**src/rtl/i2c_target_if.sv**
```systemverilog
// I2C pin-level and local-port signal bundle for the i2c_target register file.
// The master modport is the environment side (pins plus local logic); slave is the target.
interface i2c_target_if #(
   parameter int DEPTH_LOG2 = 4
);
   logic                  scl_in;
   logic                  sda_in;
   logic                  sda_oe;
   logic [DEPTH_LOG2-1:0] loc_addr;
   logic                  loc_we;
   logic [7:0]            loc_wdata;
   logic [7:0]            loc_rdata;
   logic                  wr_pulse;
   logic                  busy;

   modport master (
      output scl_in, sda_in, loc_addr, loc_we, loc_wdata,
      input  sda_oe, loc_rdata, wr_pulse, busy
   );

   modport slave (
      input  scl_in, sda_in, loc_addr, loc_we, loc_wdata,
      output sda_oe, loc_rdata, wr_pulse, busy
   );
endinterface

```
**src/rtl/i2c_target.sv**
```systemverilog
// Oversampled I2C target with a 2**DEPTH_LOG2 byte register file.
// Pointer-then-data protocol on I2C; synchronous local read/write port.
module i2c_target #(
   parameter logic [6:0] ADDR       = 7'h50,
   parameter int         DEPTH_LOG2 = 4
) (
   input  logic        clk,
   input  logic        rst,
   i2c_target_if.slave bus
);
   localparam int DEPTH = 2**DEPTH_LOG2;
   localparam logic [DEPTH_LOG2-1:0] PTR_ONE = DEPTH_LOG2'(1);

   typedef enum logic [3:0] {
      S_IDLE, S_ADDR, S_ADDR_ACK, S_WPTR, S_PTR_ACK,
      S_WDATA, S_DATA_ACK, S_READ, S_RACK
   } state_t;

   state_t                state, state_n;
   logic [2:0]            scl_q, sda_q;
   logic [7:0]            shreg, shreg_n;
   logic [3:0]            bit_cnt, cnt_n;
   logic [DEPTH_LOG2-1:0] ptr, ptr_n;
   logic                  oe_q, oe_n;
   logic                  rw_q, rw_n;
   logic                  mack_q, mack_n;
   logic                  busy_q, busy_n;
   logic                  wr_pulse_q;
   logic [7:0]            loc_rdata_q;
   logic                  i2c_we;
   logic [7:0]            i2c_wdata;
   logic [7:0]            mem [DEPTH];

   // [1] is the synchronized level, [2] the previous one for edge detect
   logic scl_s, sda_s, scl_rise, scl_fall, start, stop;
   assign scl_s    = scl_q[1];
   assign sda_s    = sda_q[1];
   assign scl_rise =  scl_q[1] & ~scl_q[2];
   assign scl_fall = ~scl_q[1] &  scl_q[2];
   assign start    = scl_q[1] & scl_q[2] &  sda_q[2] & ~sda_q[1];
   assign stop     = scl_q[1] & scl_q[2] & ~sda_q[2] &  sda_q[1];

   // Idle bus is high, so the synchronizers reset high to avoid a phantom edge
   always_ff @(posedge clk or posedge rst) begin
      if (rst) begin
         scl_q <= 3'b111;
         sda_q <= 3'b111;
      end else begin
         scl_q <= {scl_q[1:0], bus.scl_in};
         sda_q <= {sda_q[1:0], bus.sda_in};
      end
   end

   always_ff @(posedge clk or posedge rst) begin
      if (rst) state <= S_IDLE;
      else     state <= state_n;
   end

   always_comb begin
      state_n   = state;
      shreg_n   = shreg;
      cnt_n     = bit_cnt;
      ptr_n     = ptr;
      oe_n      = oe_q;
      rw_n      = rw_q;
      mack_n    = mack_q;
      busy_n    = busy_q;
      i2c_we    = 1'b0;
      i2c_wdata = {shreg[6:0], sda_s};
      if (start) begin
         state_n = S_ADDR;
         cnt_n   = 4'd0;
         oe_n    = 1'b0;
         busy_n  = 1'b1;
      end else if (stop) begin
         state_n = S_IDLE;
         oe_n    = 1'b0;
         busy_n  = 1'b0;
      end else begin
         case (state)
            S_IDLE: ;
            S_ADDR: begin
               if (scl_rise) begin
                  shreg_n = {shreg[6:0], sda_s};
                  cnt_n   = bit_cnt + 4'd1;
               end else if (scl_fall && bit_cnt == 4'd8) begin
                  if (shreg[7:1] == ADDR) begin
                     oe_n    = 1'b1;
                     rw_n    = shreg[0];
                     state_n = S_ADDR_ACK;
                  end else begin
                     state_n = S_IDLE;
                  end
               end
            end
            S_ADDR_ACK: begin
               if (scl_fall) begin
                  cnt_n = 4'd0;
                  if (rw_q) begin
                     shreg_n = mem[ptr];
                     oe_n    = ~mem[ptr][7];
                     state_n = S_READ;
                  end else begin
                     oe_n    = 1'b0;
                     state_n = S_WPTR;
                  end
               end
            end
            S_WPTR: begin
               if (scl_rise) begin
                  shreg_n = {shreg[6:0], sda_s};
                  cnt_n   = bit_cnt + 4'd1;
               end else if (scl_fall && bit_cnt == 4'd8) begin
                  ptr_n   = shreg[DEPTH_LOG2-1:0];
                  oe_n    = 1'b1;
                  state_n = S_PTR_ACK;
               end
            end
            S_WDATA: begin
               if (scl_rise) begin
                  shreg_n = {shreg[6:0], sda_s};
                  cnt_n   = bit_cnt + 4'd1;
                  if (bit_cnt == 4'd7) begin
                     i2c_we = 1'b1;
                     ptr_n  = ptr + PTR_ONE;
                  end
               end else if (scl_fall && bit_cnt == 4'd8) begin
                  oe_n    = 1'b1;
                  state_n = S_DATA_ACK;
               end
            end
            S_PTR_ACK, S_DATA_ACK: begin
               if (scl_fall) begin
                  oe_n    = 1'b0;
                  cnt_n   = 4'd0;
                  state_n = S_WDATA;
               end
            end
            S_READ: begin
               if (scl_rise) begin
                  cnt_n = bit_cnt + 4'd1;
               end else if (scl_fall) begin
                  if (bit_cnt == 4'd8) begin
                     oe_n    = 1'b0;
                     ptr_n   = ptr + PTR_ONE;
                     state_n = S_RACK;
                  end else begin
                     shreg_n = {shreg[6:0], 1'b0};
                     oe_n    = ~shreg[6];
                  end
               end
            end
            S_RACK: begin
               if (scl_rise) begin
                  mack_n = sda_s;
               end else if (scl_fall) begin
                  if (!mack_q) begin
                     shreg_n = mem[ptr];
                     oe_n    = ~mem[ptr][7];
                     cnt_n   = 4'd0;
                     state_n = S_READ;
                  end else begin
                     oe_n    = 1'b0;
                     state_n = S_IDLE;
                  end
               end
            end
            default: state_n = S_IDLE;
         endcase
      end
   end

   always_ff @(posedge clk or posedge rst) begin
      if (rst) begin
         shreg      <= 8'h00;
         bit_cnt    <= 4'd0;
         ptr        <= '0;
         oe_q       <= 1'b0;
         rw_q       <= 1'b0;
         mack_q     <= 1'b1;
         busy_q     <= 1'b0;
         wr_pulse_q <= 1'b0;
      end else begin
         shreg      <= shreg_n;
         bit_cnt    <= cnt_n;
         ptr        <= ptr_n;
         oe_q       <= oe_n;
         rw_q       <= rw_n;
         mack_q     <= mack_n;
         busy_q     <= busy_n;
         wr_pulse_q <= i2c_we;
      end
   end

   // I2C write has priority; a local write only loses on the same address
   always_ff @(posedge clk or posedge rst) begin
      if (rst) begin
         for (int i = 0; i < DEPTH; i++) mem[i] <= 8'h00;
         loc_rdata_q <= 8'h00;
      end else begin
         if (bus.loc_we && !(i2c_we && bus.loc_addr == ptr))
            mem[bus.loc_addr] <= bus.loc_wdata;
         if (i2c_we)
            mem[ptr] <= i2c_wdata;
         loc_rdata_q <= mem[bus.loc_addr];
      end
   end

   assign bus.sda_oe    = oe_q;
   assign bus.loc_rdata = loc_rdata_q;
   assign bus.wr_pulse  = wr_pulse_q;
   assign bus.busy      = busy_q;
endmodule

```
**src/flat_wrapper.sv**
```systemverilog
// flat-port wrapper written by rule: the top's interface ports become plain ports
module i2c_target_flat 
#(
   parameter logic [6:0] ADDR       = 7'h50,
   parameter int         DEPTH_LOG2 = 4
)
  (clk, rst, bus_scl_in, bus_sda_in, bus_loc_addr, bus_loc_we, bus_loc_wdata, bus_sda_oe, bus_loc_rdata, bus_wr_pulse, bus_busy);
  i2c_target_if #(.DEPTH_LOG2(DEPTH_LOG2)) bus_i ();
  input  logic clk;
  input  logic rst;
  input wire logic [$bits(bus_i.scl_in)-1:0] bus_scl_in;
  input wire logic [$bits(bus_i.sda_in)-1:0] bus_sda_in;
  input wire logic [$bits(bus_i.loc_addr)-1:0] bus_loc_addr;
  input wire logic [$bits(bus_i.loc_we)-1:0] bus_loc_we;
  input wire logic [$bits(bus_i.loc_wdata)-1:0] bus_loc_wdata;
  output wire logic [$bits(bus_i.sda_oe)-1:0] bus_sda_oe;
  output wire logic [$bits(bus_i.loc_rdata)-1:0] bus_loc_rdata;
  output wire logic [$bits(bus_i.wr_pulse)-1:0] bus_wr_pulse;
  output wire logic [$bits(bus_i.busy)-1:0] bus_busy;
  assign bus_i.scl_in = bus_scl_in;
  assign bus_i.sda_in = bus_sda_in;
  assign bus_i.loc_addr = bus_loc_addr;
  assign bus_i.loc_we = bus_loc_we;
  assign bus_i.loc_wdata = bus_loc_wdata;
  assign bus_sda_oe = bus_i.sda_oe;
  assign bus_loc_rdata = bus_i.loc_rdata;
  assign bus_wr_pulse = bus_i.wr_pulse;
  assign bus_busy = bus_i.busy;
  i2c_target #(.ADDR(ADDR), .DEPTH_LOG2(DEPTH_LOG2)) u_core (.clk(clk), .rst(rst), .bus(bus_i));
endmodule
```
**config.mk**
```make
export PLATFORM = sky130hd
export DESIGN_NAME = i2c_target_flat
export DESIGN_NICKNAME = d
export VERILOG_FILES = /design/src/rtl/i2c_target_if.sv /design/src/rtl/i2c_target.sv /design/src/flat_wrapper.sv
export SDC_FILE = /design/constraint.sdc
export NUM_CORES = 1
export LEC_CHECK = 0
export BUFFER_PORTS_ARGS = -buffer_cell sky130_fd_sc_hd__clkbuf_2
export CAP_MARGIN = 10
export CORE_MARGIN = 10
export CORE_UTILIZATION = 57
export CTS_CLUSTER_SIZE = 40
export DETAILED_ROUTE_END_ITERATION = 7
export GPL_TIMING_DRIVEN = 0
export HOLD_SLACK_MARGIN = 0.06
export PLACE_DENSITY_LB_ADDON = 0.3
export SYNTH_ARGS = -nofsm -noshare
export SYNTH_HDL_FRONTEND = slang
export SYNTH_SLANG_ARGS = --single-unit
```
**constraint.sdc**
```tcl
create_clock -name clk -period 5 [get_ports clk]
set_clock_uncertainty 0.05 [all_clocks]
set_input_delay 0.5 -clock clk [delete_from_list [all_inputs] [get_ports clk]]
set_output_delay 0.5 -clock clk [all_outputs]
set_load 0.01 [all_outputs]
```
Yosys cells after proc, flatten, opt, wreduce, memory -nomap -nowiden

Cells that the tools add are included.

Output and inout port bits: 11
Word-level logic and storage cells: 208
Input bits: 17
Register bits after elaboration: 167

Bitwise logic cells: 18
Muxes and demuxes: 83
Equal/unequal tests: 49
Reduce and logical (&&, ||, !) cells: 24
Add/subtract/negate cells: 2
Magnitude comparators: 4

Operator list:

| cell                                                                    | number |
|---|---|
| 128-bit bitwise mux                                                     | 2 |
| 128-bit two-way mux                                                     | 2 |
| 8-bit two-way mux                                                       | 15 |
| 4-bit two-way mux                                                       | 29 |
| 8-bit binary-select mux with 4-bit select                               | 2 |
| 8-bit demux with 4-bit select                                           | 2 |
| 4-bit by 1-bit inequality test with 1-bit output, second input constant | 10 |
| 4-bit case mux with 8 select lines                                      | 1 |
| 8-bit case mux with 4 select lines                                      | 1 |
| 4-bit inequality test, second input constant                            | 6 |
| 4-bit case mux with 3 select lines                                      | 2 |
| 12-bit AND reduction                                                    | 2 |
| 1-bit two-way mux                                                       | 23 |
| 4-bit by 3-bit equality test with 1-bit output, second input constant   | 5 |
| 2-bit by 1-bit inequality test with 1-bit output, second input constant | 10 |
| 14-bit AND reduction                                                    | 1 |
| 3-bit by 1-bit inequality test with 1-bit output, second input constant | 4 |
| 5-bit greater-or-equal comparator, second input constant                | 2 |
| 5-bit by 1-bit < comparator with 1-bit output, second input constant    | 2 |
| 2-bit inequality test, second input constant                            | 5 |
| 4-bit inverter with 5-bit output                                        | 2 |
| 10-bit AND reduction                                                    | 1 |
| 1-bit inverter                                                          | 9 |
| 4-bit by 1-bit adder with 4-bit output, second input constant           | 2 |
| 23 further kinds                                                        | 40 |

Depth between registers and ports, before layout

Word-level depth: 12
Mapped depth: 9
Mapped depth without buffers: 7

Worst setup path after synthesis

No wires, ideal clock.

Path kind: register -> register
Start point: reg u_core.ptr[0]
End point: reg u_core.shreg[1]
Stages on the path, launching flop included: 8
Path buffers: 2
Arrival time: 2.097 ns
Period minus slack after synthesis: 2.271 ns
Setup time: 0.125 ns
Data required time: 4.825 ns
Setup slack: 2.729 ns
Path through: dfrtp_1 -> buf_2 -> buf_2 -> mux4_2 -> mux2i_1 -> nor2_1 -> a211o_1 -> mux2_2

Word-level cells in the longest chain between the ends: 8
Elaborated cells between the ends (all ways): 10
Classes of those cells: mux (9); bitwise (1)

Ends and longest elaborated chain:

| what                                                       | RTL line                             | source |
|---|---|---|
| start: declaration                                         | i2c_target.sv:23                     | `logic [DEPTH_LOG2-1:0] ptr, ptr_n;` |
| start signal: assignment                                   | i2c_target.sv:186                    | `ptr <= ptr_n;` |
| 4-bit inverter with 5-bit output (not written as such) (*) | i2c_target.sv:100, i2c_target.sv:158 |  |
| 8-bit binary-select mux with 4-bit select (*)              | i2c_target.sv:100, i2c_target.sv:158 |  |
| 8-bit two-way mux (not written as such) (*) (2 in a row)   | i2c_target.sv:100, i2c_target.sv:158 |  |
| 8-bit two-way mux                                          | i2c_target.sv:157                    | `if (!mack_q) begin` |
| 8-bit two-way mux                                          | i2c_target.sv:156                    | `end else if (scl_fall) begin` |
| 8-bit two-way mux                                          | i2c_target.sv:154                    | `if (scl_rise) begin` |
| 8-bit case mux with 4 select lines (*)                     | i2c_target.sv:80                     | `case (state)` |
| end signal: assignment                                     | i2c_target.sv:184                    | `shreg <= shreg_n;` |
| end: declaration                                           | i2c_target.sv:21                     | `logic [7:0] shreg, shreg_n;` |

Mark *: on every way between the ends. The rest lies on a longest branch, timed or not. The select of a mux whose other input is x is not followed.
A chain may end at the register's enable or synchronous reset.

Worst setup path in the final report

Start point: reg u_core.ptr[1]
End point: reg u_core.mem[121] in the netlist's numbering

Word-level cells in the longest chain between the ends: 7
Elaborated cells between the ends (all ways): 13
Classes of those cells: order compare (2); eq/ne (1); mux (5); bitwise (1); reduce/logical (4)

Ends and longest elaborated chain:

| what                                                                                                 | RTL line                             | source |
|---|---|---|
| 4-bit inverter with 5-bit output (not written as such) / 4-bit equality test (equally long branches) | i2c_target.sv:204, i2c_target.sv:201 |  |
| 5-bit greater-or-equal comparator (not written as such), or another cell as far along                | i2c_target.sv:204                    | `mem[ptr] <= i2c_wdata;` |
| 1-bit logical AND (not written as such) / 1-bit logical NOT (equally long branches)                  | i2c_target.sv:204, i2c_target.sv:201 |  |
| 8-bit two-way mux (not written as such) / 1-bit logical AND (equally long branches)                  | i2c_target.sv:204, i2c_target.sv:201 |  |
| 8-bit demux with 4-bit select / 128-bit two-way mux (equally long branches)                          | i2c_target.sv:204, i2c_target.sv:201 |  |
| 128-bit bitwise mux                                                                                  | i2c_target.sv:204                    |  |
| 128-bit two-way mux (*)                                                                              | i2c_target.sv:203                    | `if (i2c_we)` |
| end signal: indexed assignment                                                                       | i2c_target.sv:202                    | `mem[bus.loc_addr] <= bus.loc_wdata;` |
| end signal: indexed assignment                                                                       | i2c_target.sv:204                    |  |
| end: declaration                                                                                     | i2c_target.sv:32                     | `logic [7:0] mem [DEPTH];` |

Mark *: on every way between the ends. The rest lies on a longest branch, timed or not.

==> qor.yml <==
synth_cells: 971
start_util_pct: 58.0
final_util_pct: 64.0
dp_hpwl_um: 23000
status: "complete, no violations"
fp.coreArea_um2: 18000
syn_nets: 994
io_buffers: 24
routabilityCongestion: 1.01
postPlaceCellArea_um2: 10900
drt_iter0_markers: 1082
synth.largest_area_cell: "dfrtp_1"
grt-ovfl-total: 0
preCtsSetupSlack_ns: 2.04
drt_first_pass_iters: 7
die_y_um: 155
max_cap_violations: 0
period_needed_ns: 3.03
syn_area_per_cell_um2: 10.7
rsz0062_at_grt: "no"
path_buf_inv: 5
layoutNonFillerInstCount: 1260
setup_ws_ns: 1.97
antenna_found_initial: 0
crit_path_start: "u_core.ptr[1]"
insertion_delay_ns: 0.44
cp_top_family: "buffers and inverters"
fin_crit_sh_pct: 60.5
cts_sinks: 167
synth_warnings: 0
avgRoutedWirePerCell_um: 24.4
crit_required_ns: 5.24
ant_nets: 0
timing.rr.end: "u_core.mem[121]"
slew_violations: 0
hold_viol: 0
syn_area_um2: 10400
synth_seq_cells: 167
vias_per_cell: 6.71
antenna_cells: 0
cts_root_buf: "clkbuf_16"
postCtsSetupRepairBufs: 0
crit_path_max_fanout: 10
crit_arrival_ns: 3.26
fin_nets: 1041
worstHoldStart: "bus_sda_in"
rrSetupSlack_ns: 1.97
ys_async_sr_fraction_pct: 100
synth_edf_count: 0
drc: 0
rr_worst_depth: 8
synth_top_area_share_pct: 38.4
timing.critical_path.mode_cell: "buf_2"
r2r-start: "u_core.ptr[1]"
cts-resized-gates: 0
synth.area.top_cells: "dfrtp_1 38%, mux4_2 16%, mux2i_1 14%"
grt_pass1_vias: 8282
grt.total_usage_pct: 25.5
synth.most_common_cell: "dfrtp_1"
finalPower_mw: 4.27
io_pins: 28
ir_drop_mv: 0.246
std_cell_rows: 49
cts_tree: "yes"
start_kind: "register"
wl_um: 30700
grt_max_degree: 40
timing.fmax_mhz: 331
clockBufferDepth: 2
holdPathStages: 1
fin_tns_setup_ns: 0
clkSlewWorstSetupHoldPaths_ns: 0.07
slew_headroom_pct: 19.0
cts_buffers: 17
htreeDepth: 4
yosysSeqAreaShare_pct: 40.2
synth_common_cells: "160 x dfrtp_1, 145 x nor2_1, 144 x mux2i_1"
min_path_type: "input port to register"
hold_end: "u_core.sda_q[0]"
p_leak_nw: 4.66
die_w_um: 155
tightest_slew_ns: 1.21
setup_viol: 0
worst_path_max_delay_cell: "clkbuf_1"
dpl.cell_count: 1228
hold_ws_ns: 0.0955
design_area_um2: 11500
cp_cell_sequence: "buf_2 > buf_2 > buf_2 > inv_1 > ha_1 > nand3_1 > clkbuf_1 > a21oi_1"
area_growth_pct: 10.3
crit_type: "register to register"
fillCellCount: 1436
vias: 8455
die_area_um2: 24100
power_density_nw_per_um2: 371
grt_pass1_wl_um: 48000
hold_buffers: 0
crit_path_end_kind: "register"
slowest_delay_ns: 0.48
layout-drive-gt1-share_pct: 19.8
synth.distinct_cells: 62
ys.flop_type: "dfrtp_1"
-- layout by cell type (no fill, tap or decap), types with 11 or more instances in the layout --
cell,instances
o21ai_0,17
mux4_2,72
nand3_1,33
mux2i_1,144
nand2_1,16
a21oi_1,142
nor2_1,145
clkbuf_2,24
nand2b_1,11
clkbuf_16,17
nand4_1,11
buf_2,22
dfrtp_1,160
clkbuf_1,47
-- cell type report --
class / count / area [um2] / area share (%)
multi-input combinational: 706 / 5780 / 50.3
sequential: 167 / 4190 / 36.4
clock inverter: 14 / 149 / 1.29
inverter: 12 / 48.8 / 0.424
buffer: 86 / 410 / 3.57
tap: 229 / 287 / 2.49
clock buffer: 18 / 439 / 3.82
timing repair buffer: 28 / 200 / 1.74
-- report_power, final --
group	internal, mW	leakage (nW)	switching, mW
logic	0.498	2.47	0.561
registers	1.65	1.89	0.249
clock network	0.680	0.290	0.631
total	2.83	4.66	1.44
-- worst register-to-register path, cell delays in order (launching register included) --
cell and delay [ns]:
dfrtp_1 0.39, buf_2 0.25, buf_2 0.38, buf_2 0.37
inv_1 0.18, ha_1 0.31, nand3_1 0.30, clkbuf_1 0.48
a21oi_1 0.16
-- layer usage --
| metal | wire (um) | part of all wire (%) | GRT usage [%] | up-vias |
|---|---|---|---|---|
| met5 | 0 | 0 | 0 | - |
| met4 | 624 | 2.0 | 6.95 | 0 |
| met3 | 2930 | 9.6 | 6.56 | 60 |
| met2 | 14500 | 47 | 40.0 | 495 |
| met1 | 12600 | 41 | 34.5 | 4218 |
| li1 | - | - | - | 3682 |
-- worst max path at each step --
stage	endpoint	slack, ns	cells after the start
final	u_core.mem[121]	1.97	8
after global routing	u_core.mem[111]	1.83	8
after CTS	u_core.mem[121]	2.01	7
after detailed placement	u_core.mem[121]	2.04	7
after global placement	u_core.mem[6]	1.21	2
after floorplan	u_core.bit_cnt[0]	2.33	1
-- sequential cells by signal (all words and copies together), names as in the netlist --
name / cells
u_core.bit_cnt: 4
u_core.bus.busy: 1
u_core.bus.loc_rdata: 8
u_core.bus.sda_oe: 1
u_core.bus.wr_pulse: 1
u_core.mack_q: 1
u_core.mem: 128
u_core.ptr: 4
u_core.rw_q: 1
u_core.scl_q: 3
u_core.sda_q: 3
u_core.shreg: 8
u_core.state: 4
-- kinds of logic after synthesis --
group / Yosys count / synth area share, %
AO/OA/AOI/OAI: 218 / 12.4
XOR/XNOR: 6 / 0.504
adder cells (fa/ha/maj): 6 / 0.720
buffers and inverters: 98 / 4.37
flip-flops: 167 / 40.2
multiplexers: 226 / 30.5
AND/OR/NAND/NOR: 250 / 11.3
Note: power is estimated with default switching activity, not from simulation.
